==> src/rtl/prefetch_pkg.sv <==
// Shared types and helpers for the instruction prefetch stage.
// Used by prefetch_fifo and prefetch_buffer.
package prefetch_pkg;

    localparam int XLEN = 64;
    localparam int ILEN = 32;

    typedef struct packed {
        logic [XLEN-1:0] pc;
        logic [ILEN-1:0] instr;
    } fetch_entry_t;

    // What happens to a memory response in the current cycle
    typedef enum logic [1:0] {
        RSP_NONE   = 2'd0,
        RSP_DROP   = 2'd1,
        RSP_PUSH   = 2'd2,
        RSP_BYPASS = 2'd3
    } rsp_action_e;

    function automatic logic [XLEN-1:0] align_word(input logic [XLEN-1:0] addr);
        return {addr[XLEN-1:2], 2'b00};
    endfunction

    function automatic logic [XLEN-1:0] next_word(input logic [XLEN-1:0] addr);
        return addr + XLEN'(4);
    endfunction

endpackage

==> src/rtl/prefetch_fifo.sv <==
// Synchronous FIFO of fetch entries; flush outranks push and pop.
// Push while full is accepted only together with a pop.
module prefetch_fifo
    import prefetch_pkg::*;
#(
    parameter int DEPTH = 4,
    localparam int AW = $clog2(DEPTH),
    localparam int CW = AW + 1
) (
    input  logic         clk,
    input  logic         rst,
    input  logic         i_flush,
    input  logic         i_push,
    input  fetch_entry_t i_data,
    input  logic         i_pop,
    output fetch_entry_t o_head,
    output logic         o_empty,
    output logic [CW-1:0] o_count
);

    fetch_entry_t  r_mem [DEPTH];
    logic [AW-1:0] r_rd_ptr;
    logic [AW-1:0] r_wr_ptr;
    logic [CW-1:0] r_count;

    logic w_full;
    logic w_do_pop;
    logic w_do_push;

    assign o_empty   = (r_count == '0);
    assign w_full    = (r_count == CW'(DEPTH));
    assign w_do_pop  = i_pop && !o_empty;
    assign w_do_push = i_push && (!w_full || w_do_pop);
    assign o_count   = r_count;
    assign o_head    = o_empty ? '0 : r_mem[r_rd_ptr];

    always_ff @(posedge clk) begin
        if (rst || i_flush) begin
            r_rd_ptr <= '0;
            r_wr_ptr <= '0;
            r_count  <= '0;
        end else begin
            if (w_do_push) begin
                r_wr_ptr <= r_wr_ptr + AW'(1);
            end
            if (w_do_pop) begin
                r_rd_ptr <= r_rd_ptr + AW'(1);
            end
            r_count <= r_count + CW'(w_do_push) - CW'(w_do_pop);
        end
    end

    // Storage carries no reset; the pointers alone define what is valid
    always_ff @(posedge clk) begin
        if (!rst && !i_flush && w_do_push) begin
            r_mem[r_wr_ptr] <= i_data;
        end
    end

endmodule

==> src/rtl/prefetch_buffer.sv <==
// Instruction prefetch stage: owns the fetch PC, queues returned words, handles redirects.
// Optional same-cycle bypass of an empty queue when PREFETCH_BYPASS_EN is defined.
module prefetch_buffer
    import prefetch_pkg::*;
#(
    parameter int              DEPTH    = 4,
    parameter logic [XLEN-1:0] RESET_PC = 64'h0
) (
    input  logic            clk,
    input  logic            rst,
    input  logic [XLEN-1:0] PCTarget_E,
    input  logic            PCSrc_E,
    input  logic            Stall_F,
    output logic            imem_req_valid,
    input  logic            imem_req_ready,
    output logic [XLEN-1:0] imem_req_addr,
    input  logic            imem_rsp_valid,
    input  logic [ILEN-1:0] imem_rsp_data,
    output logic [XLEN-1:0] PC_F,
    output logic [ILEN-1:0] Instr_F,
    output logic            Valid_F
);

    localparam int CW   = $clog2(DEPTH) + 1;
    localparam int OCCW = CW + 1;

    logic [XLEN-1:0] r_fpc;
    logic [XLEN-1:0] r_rsp_pc;
    logic [CW-1:0]   r_inflight;
    logic [CW-1:0]   r_drop;

    fetch_entry_t    w_head;
    fetch_entry_t    w_push_data;
    logic            w_fifo_empty;
    logic [CW-1:0]   w_fifo_count;
    logic [OCCW-1:0] w_occupancy;
    logic            w_room;
    logic            w_req_fire;
    logic            w_fifo_pop;
    logic [CW-1:0]   w_inflight_next;
    logic [XLEN-1:0] w_target;
    rsp_action_e     w_action;

    // Queued plus outstanding words never exceed DEPTH, so a push always fits
    assign w_occupancy = {1'b0, w_fifo_count} + {1'b0, r_inflight};
    assign w_room      = (w_occupancy < OCCW'(DEPTH));

    assign imem_req_valid = !rst && !PCSrc_E && w_room;
    assign imem_req_addr  = r_fpc;
    assign w_req_fire     = imem_req_valid && imem_req_ready;

    assign w_target        = align_word(PCTarget_E);
    assign w_inflight_next = r_inflight + CW'(w_req_fire) - CW'(imem_rsp_valid);
    assign w_fifo_pop      = !w_fifo_empty && !Stall_F;
    assign w_push_data     = '{pc: r_rsp_pc, instr: imem_rsp_data};

    always_comb begin
        w_action = RSP_NONE;
        if (imem_rsp_valid) begin
            if (PCSrc_E || (r_drop != '0)) begin
                w_action = RSP_DROP;
`ifdef PREFETCH_BYPASS_EN
            end else if (w_fifo_empty && !Stall_F && !rst) begin
                w_action = RSP_BYPASS;
`endif
            end else begin
                w_action = RSP_PUSH;
            end
        end
    end

    // A redirect re-targets both PCs and kills everything still outstanding
    always_ff @(posedge clk) begin
        if (rst) begin
            r_fpc      <= RESET_PC;
            r_rsp_pc   <= RESET_PC;
            r_inflight <= '0;
            r_drop     <= '0;
        end else begin
            r_inflight <= w_inflight_next;
            if (PCSrc_E) begin
                r_fpc    <= w_target;
                r_rsp_pc <= w_target;
                r_drop   <= w_inflight_next;
            end else begin
                if (w_req_fire) begin
                    r_fpc <= next_word(r_fpc);
                end
                if (w_action == RSP_DROP) begin
                    r_drop <= r_drop - CW'(1);
                end
                if ((w_action == RSP_PUSH) || (w_action == RSP_BYPASS)) begin
                    r_rsp_pc <= next_word(r_rsp_pc);
                end
            end
        end
    end

    prefetch_fifo #(
        .DEPTH (DEPTH)
    ) u_fifo (
        .clk     (clk),
        .rst     (rst),
        .i_flush (PCSrc_E),
        .i_push  (w_action == RSP_PUSH),
        .i_data  (w_push_data),
        .i_pop   (w_fifo_pop),
        .o_head  (w_head),
        .o_empty (w_fifo_empty),
        .o_count (w_fifo_count)
    );

    always_comb begin
        Valid_F = !w_fifo_empty;
        PC_F    = w_head.pc;
        Instr_F = w_head.instr;
        if (w_action == RSP_BYPASS) begin
            Valid_F = 1'b1;
            PC_F    = r_rsp_pc;
            Instr_F = imem_rsp_data;
        end
    end

endmodule

==> config.mk <==
export PLATFORM = sky130hd
export DESIGN_NAME = prefetch_buffer
export DESIGN_NICKNAME = d
export VERILOG_FILES = /design/src/rtl/prefetch_pkg.sv /design/src/rtl/prefetch_fifo.sv /design/src/rtl/prefetch_buffer.sv
export SDC_FILE = /design/constraint.sdc
export NUM_CORES = 1
export LEC_CHECK = 0
export CORE_MARGIN = 10
export CORE_UTILIZATION = 40
export CTS_CLUSTER_DIAMETER = 50
export DETAILED_ROUTE_END_ITERATION = 8
export PLACE_DENSITY_LB_ADDON = 0.2
export RECOVER_POWER = 100
export SLEW_MARGIN = 20
export SYNTH_ARGS = -nofsm -noshare
export SYNTH_HDL_FRONTEND = slang
export SYNTH_SLANG_ARGS = --single-unit
==> constraint.sdc <==
create_clock -name clk -period 11.3 [get_ports clk]
set_input_delay 1.13 -clock clk [delete_from_list [all_inputs] [get_ports clk]]
set_output_delay 1.13 -clock clk [all_outputs]
set_load 0.05 [all_outputs]
# [Word-level counts from Yosys, hierarchy flattened]
# Memories as Yosys holds them, arrays and structs flattened. A register that Yosys moved wholly into a read port is not among the register bits.
# Cells that the tools add are included.
[word_totals] n_memories=1 inputBits=102 mem_bits_rw=384 output_inout_bits=162 register_bits=141 elab_cells=63
[classes] eq_ne=4 muxes=16 n_addsub=10 n_reduce_logical=22 magnitude_cmp=1
[mem_list] memory="u_fifo.r_mem" depth=4 width=96 read_ports=1 rd_clocked_by_memory_dff=1 write_ports=1 line_no="prefetch_fifo.sv:21" rtl="fetch_entry_t r_mem [DEPTH];"
[op_table] cell="$mux W64" count=5
[op_table] cell="$add A64 B3 Y64 const B" count=2
[op_table] cell="$mux W96" count=1
[op_table] cell="$mux W32" count=1
[op_table] cell="$mux W2" count=4
[op_table] cell="$logic_and A1 B1 Y1" count=7
[op_table] cell="$add A3 B1 Y3" count=2
[op_table] cell="$mux W3" count=2
[op_table] cell="$reduce_bool A2 Y1" count=3
[op_table] cell="$sub A3 B1 Y3" count=2
[op_table] cell="$logic_not A1 Y1" count=5
[op_table] cell="$add A2 B1 Y2 const B" count=2
[op_table] cell="$add A3 B3 Y4" count=1
[op_table] cell="$eq A2 B2 Y1 const B" count=2
[op_table] cell="$logic_or A1 B1 Y1" count=4
[op_table] cell="$lt A4 B3 Y1 const B" count=1
[op_table] cell="$eq A3 B3 Y1 const B" count=1
[op_table] cell="$logic_not A3 Y1" count=1
[op_table] cell="$mux W1" count=3
[op_table] cell="$reduce_bool A3 Y1" count=1
[op_table] cell="$sub A3 B1 Y3 const B" count=1
[op_table] cell="$eq A2 B1 Y1 const B" count=1
[op_table] cell="$reduce_or A2 Y1" count=1

# [Logic depth before layout (Yosys ltp)]
[logic_depth] ltp_word=9 mapped_depth=14 ltp_nobuf=11

# [Cells and area by module]
# Synthesis repeated with hierarchy kept, for this count alone.
[unflattened] cells_unflattened=1686 hier_area_um2=23122.2
[by_module_without_submodules] mod="prefetch_fifo" cells_each=658 instances=1 seq_area_each_um2=11711.2 area_per_inst_um2=14953.1
[by_module_without_submodules] mod="prefetch_buffer" cells_each=1028 instances=1 seq_area_each_um2=2602.5 area_per_inst_um2=8169.1

# [Least setup slack after synthesis]
# No wires, ideal clock.
[synth_path] path_kind="input-to-reg" start="input PCSrc_E" end="memory u_fifo.r_mem[0][0] (netlist name) (enable)" stages=3 n_path_buf=0 slack_ns=6.688 arrival_time_ns=4.148 t_required_ns=10.836 setup_ns=0.464 path_cell_list="nand4bb_1 -> a41oi_1 -> and3_1"
[synth_between] elab_chain_cells=8 word_cells_on_any_way=10 cone_classes="eq/ne: 1; mux: 4; reduce/logical: 5"
[synth_rtl] element="from (decl)" line_no="prefetch_buffer.sv:12" rtl="input logic PCSrc_E,"
[synth_rtl] element="$logic_or A1 B1 Y1" line_no="prefetch_buffer.sv:60" rtl="if (PCSrc_E || (r_drop != '0)) begin"
[synth_rtl] element="$mux W2" line_no="prefetch_buffer.sv:60"
[synth_rtl] element="$mux W2" line_no="prefetch_buffer.sv:59" rtl="if (imem_rsp_valid) begin"
[synth_rtl] element="$eq A2 B2 Y1" line_no="prefetch_buffer.sv:105" rtl=".i_push (w_action == RSP_PUSH),"
[synth_rtl] element="$logic_and A1 B1 Y1" line_no="prefetch_fifo.sv:33" rtl="assign w_do_push = i_push && (!w_full || w_do_pop);"
[synth_rtl] element="net u_fifo.w_do_push" line_no="prefetch_fifo.sv:28" rtl="logic w_do_push;"
[synth_rtl] element="$logic_and A1 B1 Y1" line_no="prefetch_fifo.sv:55" rtl="if (!rst && !i_flush && w_do_push) begin"
[synth_rtl] element="$mux W1" line_no="prefetch_fifo.sv:55"
[synth_rtl] element="$mux W1 (implied by the code)" line_no="prefetch_fifo.sv:56" rtl="r_mem[r_wr_ptr] <= i_data;"
[synth_rtl] element="to (decl)" line_no="prefetch_fifo.sv:21"
# The timed path passes the listed nets, and every way through them passes these cells.

# [Final worst setup path]
[layout_path] start="input rst" end="memory u_fifo.r_mem[3][47] (netlist name) (enable)"
[layout_between] elab_chain_cells=5
[layout_rtl] element="from (decl)" line_no="prefetch_buffer.sv:10" rtl="input logic rst,"
[layout_rtl] element="$logic_not A1 Y1" line_no="prefetch_fifo.sv:55"
[layout_rtl] element="$logic_and A1 B1 Y1 (2 in series)" line_no="prefetch_fifo.sv:55"
[layout_rtl] element="$mux W1" line_no="prefetch_fifo.sv:55"
[layout_rtl] element="$mux W1 (implied by the code)" line_no="prefetch_fifo.sv:56"
# Every way passes these cells.

==> reports/results.ini <==
[floorplan]
rows=86
die_w_microns=255
ios=264
fp.dieH_microns=255
core_area_sq_um=54900
initial_core_util_pct=40.3
design.die.area_sq_um=65100

[cts]
cts_root_buf=clkbuf_16
cts.sinks=515
cts_buffers=58
insertion_delay_ps=610
h-tree-depth=2
cts_buffer_depth=3
cts_resized=0
cts_tree=built
clk_pin_slew_worst_paths_ps=60
cts_hold_buf=0
postCtsSetupRepairBufs=0

[logic_synthesis]
yosysUniqueCellTypes=70
synth_top_area_share_pct=51.1
synthArstFlopShare_pct=0
ys_ff_latch=515
yosys_warnings=0
ys_top_cells_by_area=edfxtp_1 51%, dfxtp_1 13%, mux4_2 9.6%
synth_top_area_cell=edfxtp_1
synth_area_sq_um=22100
ys.flop_type=edfxtp_1
synth_seq_area_share_pct=63.6
avgSynthCellArea_sq_um=13.8
synthCells=1605
synth_edf_count=376

[min_path]
hold_start=imem_req_addr[34]
hold_path_class=reg2reg

[setup_path]
crit_type=in2reg
timing.rr.end=u_fifo.r_mem[3][47]
cp_max_fo=51
cp_data_arrival_time_ps=7520
critical_path.startpoint=rst
setup.worst_path.start_class=primary input
cp.required_ps=11460
ff2ff_setup_slack_ps=4940
end_kind=flip-flop
worstRegToRegCells=6
reg2reg_from=r_drop[0]
crit_end=u_fifo.r_mem[3][47]

[global_route]
track_usage_pct=18.0
grt_pass1_wl_microns=89600
grt_max_degree=97
grt_pass1_vias=14537
antenna_found_initial=1
grt_overflow=0

[timing]
setup_violations=0
max_slew_margin_pct=-158
period_share_pct=65.2
hold_slack_ps=543
hold_viol_final=0
clock.fmax_ghz=0.136
worst_pin_slew_ps=3880
rsz0062_at_grt=no
tns_ps=0
fin_skew_ps=17.2
slew_viol_final=464
min_period_ps=7370

[power_and_ir_drop]
powerDensity_nw_per_um2=169
leakage_nw=9.22
p_total_w=0.00461
ir_worst_vdd_v=0.000108

[route]
via_per_inst=5.54
vias=14430
firstDrtPassIters=5
ant_nets=0
routedWlPerCell_microns=22.7
drt_iter0_markers=975
drt-total-wl_microns=59200
route.detailed.drc=0

[cells_and_area]
drive_gt1_share_pct=11.8
nets=1970
syn_to_final_growth_pct=23.2
final_cell_area_sq_um=27200

[placed_design]
placed_area_sq_um=25400
port_buffers=257
hpwl_microns=38700
gp_congestion=0.870

[job]
maxCapViolations=8

[outcome]
status=finished, violations left
violations=max-capacitance violations, max-slew violations

-- sequential cells by signal, indices dropped and copies added, names as in the netlist, named ones only --
name	cells
u_fifo.r_mem	376
imem_req_addr	62
u_fifo.r_wr_ptr	2
u_fifo.o_count	3
r_drop	3
r_rsp_pc	62
r_inflight	3
u_fifo.r_rd_ptr	2
-- worst max-delay path, stage by stage --
cell and delay [ps]:
clkbuf_1 870, nor2_1 1090, and3_1 2130, clkbuf_1 2180
-- Yosys cell counts, drive strengths merged (5+ instances only) --
cell,number
edfxtp,376
dfxtp,139
and2,109
mux4,94
nand2,93
nor2,93
clkbuf,67
a21oi,65
nand4,54
nand3,53
xor2,45
xnor2,37
inv,32
and3,31
a211oi,30
o21ai,26
a31oi,24
buf,24
nor3,24
and4,21
o22ai,21
nor4,20
ha,14
a21boi,10
or4,8
or2,7
or3,7
a22oi,6
mux2i,6
nor2b,6
o211ai,5
-- power by group --
part / switching, W / leakage [nW] / internal, W
Clock: 0.000777 / 0.919 / 0.00109
Combinational: 0.000393 / 3.73 / 0.000204
Sequential: 0.0000692 / 4.58 / 0.00208
Total: 0.00124 / 9.22 / 0.00337
-- layout by cell type, fill, tap and decap left out, drive strengths merged, types with 13 or more instances in the layout --
cell           count
xor2              45
nor2              93
clkbuf            77
nor3              24
mux4              94
clkdlybuf4s50     65
inv               34
xnor2             37
ha                14
and2             109
clkinv            23
and4              21
and3              31
a211oi            30
dfxtp            139
nand4             54
edfxtp           376
nor4              20
dlygate4sd3      190
a21oi             65
nand2             93
o21ai             26
buf               13
nand3             53
a31oi             24
o22ai             21
-- final cells by class --
| type | instances | area, sq um |
|---|---|---|
| diodes | 2 | 5.00 |
| clock buffers | 70 | 1540 |
| flip-flops and latches | 515 | 14100 |
| repair buffers | 275 | 2680 |
| inverters | 33 | 125 |
| well taps | 704 | 881 |
| clock inverters | 38 | 379 |
| fillers | 4756 | 27600 |
| multi-input cells | 969 | 7560 |
-- cells by family (layout without fill, tap and decap cells) --
| family | Yosys count | count (layout) | synth area share [%] |
|---|---|---|---|
| xor+xnor | 82 | 82 | 3.25 |
| flops | 515 | 515 | 63.6 |
| compound gates | 223 | 223 | 6.45 |
| simple gates | 541 | 541 | 13.4 |
| fa+ha+maj | 16 | 16 | 0.973 |
| mux | 103 | 103 | 10.0 |
| buf+inv | 124 | 416 | 2.25 |
| other cells | 1 | 6 | 0.0170 |
-- stage by stage --
step	std cells	setup WS, ps	utilization, %
global placement	2496	6510	46.2
CTS	2604	6490	49.7
floorplan	1608	6690	-
global route	2604	3300	49.6
finish	2606	3930	49.7
detailed placement	2496	6480	46.2
-- metal layers --
| layer | GRT usage (%) | vias up | share of wire (%) |
|---|---|---|---|
| li1 | - | 6674 | - |
| met1 | 25.1 | 7177 | 45 |
| met2 | 27.7 | 482 | 45 |
| met3 | 4.17 | 97 | 7.6 |
| met4 | 5.37 | 0 | 2.5 |
| met5 | 0 | - | 0 |
-- how the worst min path moves through the flow --
| stage | depth (start not counted) | endpoint | slack [ps] |
|---|---|---|---|
| 2_1_floorplan | 0 | u_fifo.r_mem[0][41] | 460 |
| 3_3_place_gp | 2 | imem_req_addr[28] | 520 |
| 3_5_place_dp | 2 | flip-flop | 530 |
| 4_1_cts | 2 | imem_req_addr[28] | 540 |
| 5_1_grt | 2 | imem_req_addr[34] | 560 |
| 6_report | 2 | imem_req_addr[34] | 540 |
Note: power is estimated with default switching activity, not from simulation.
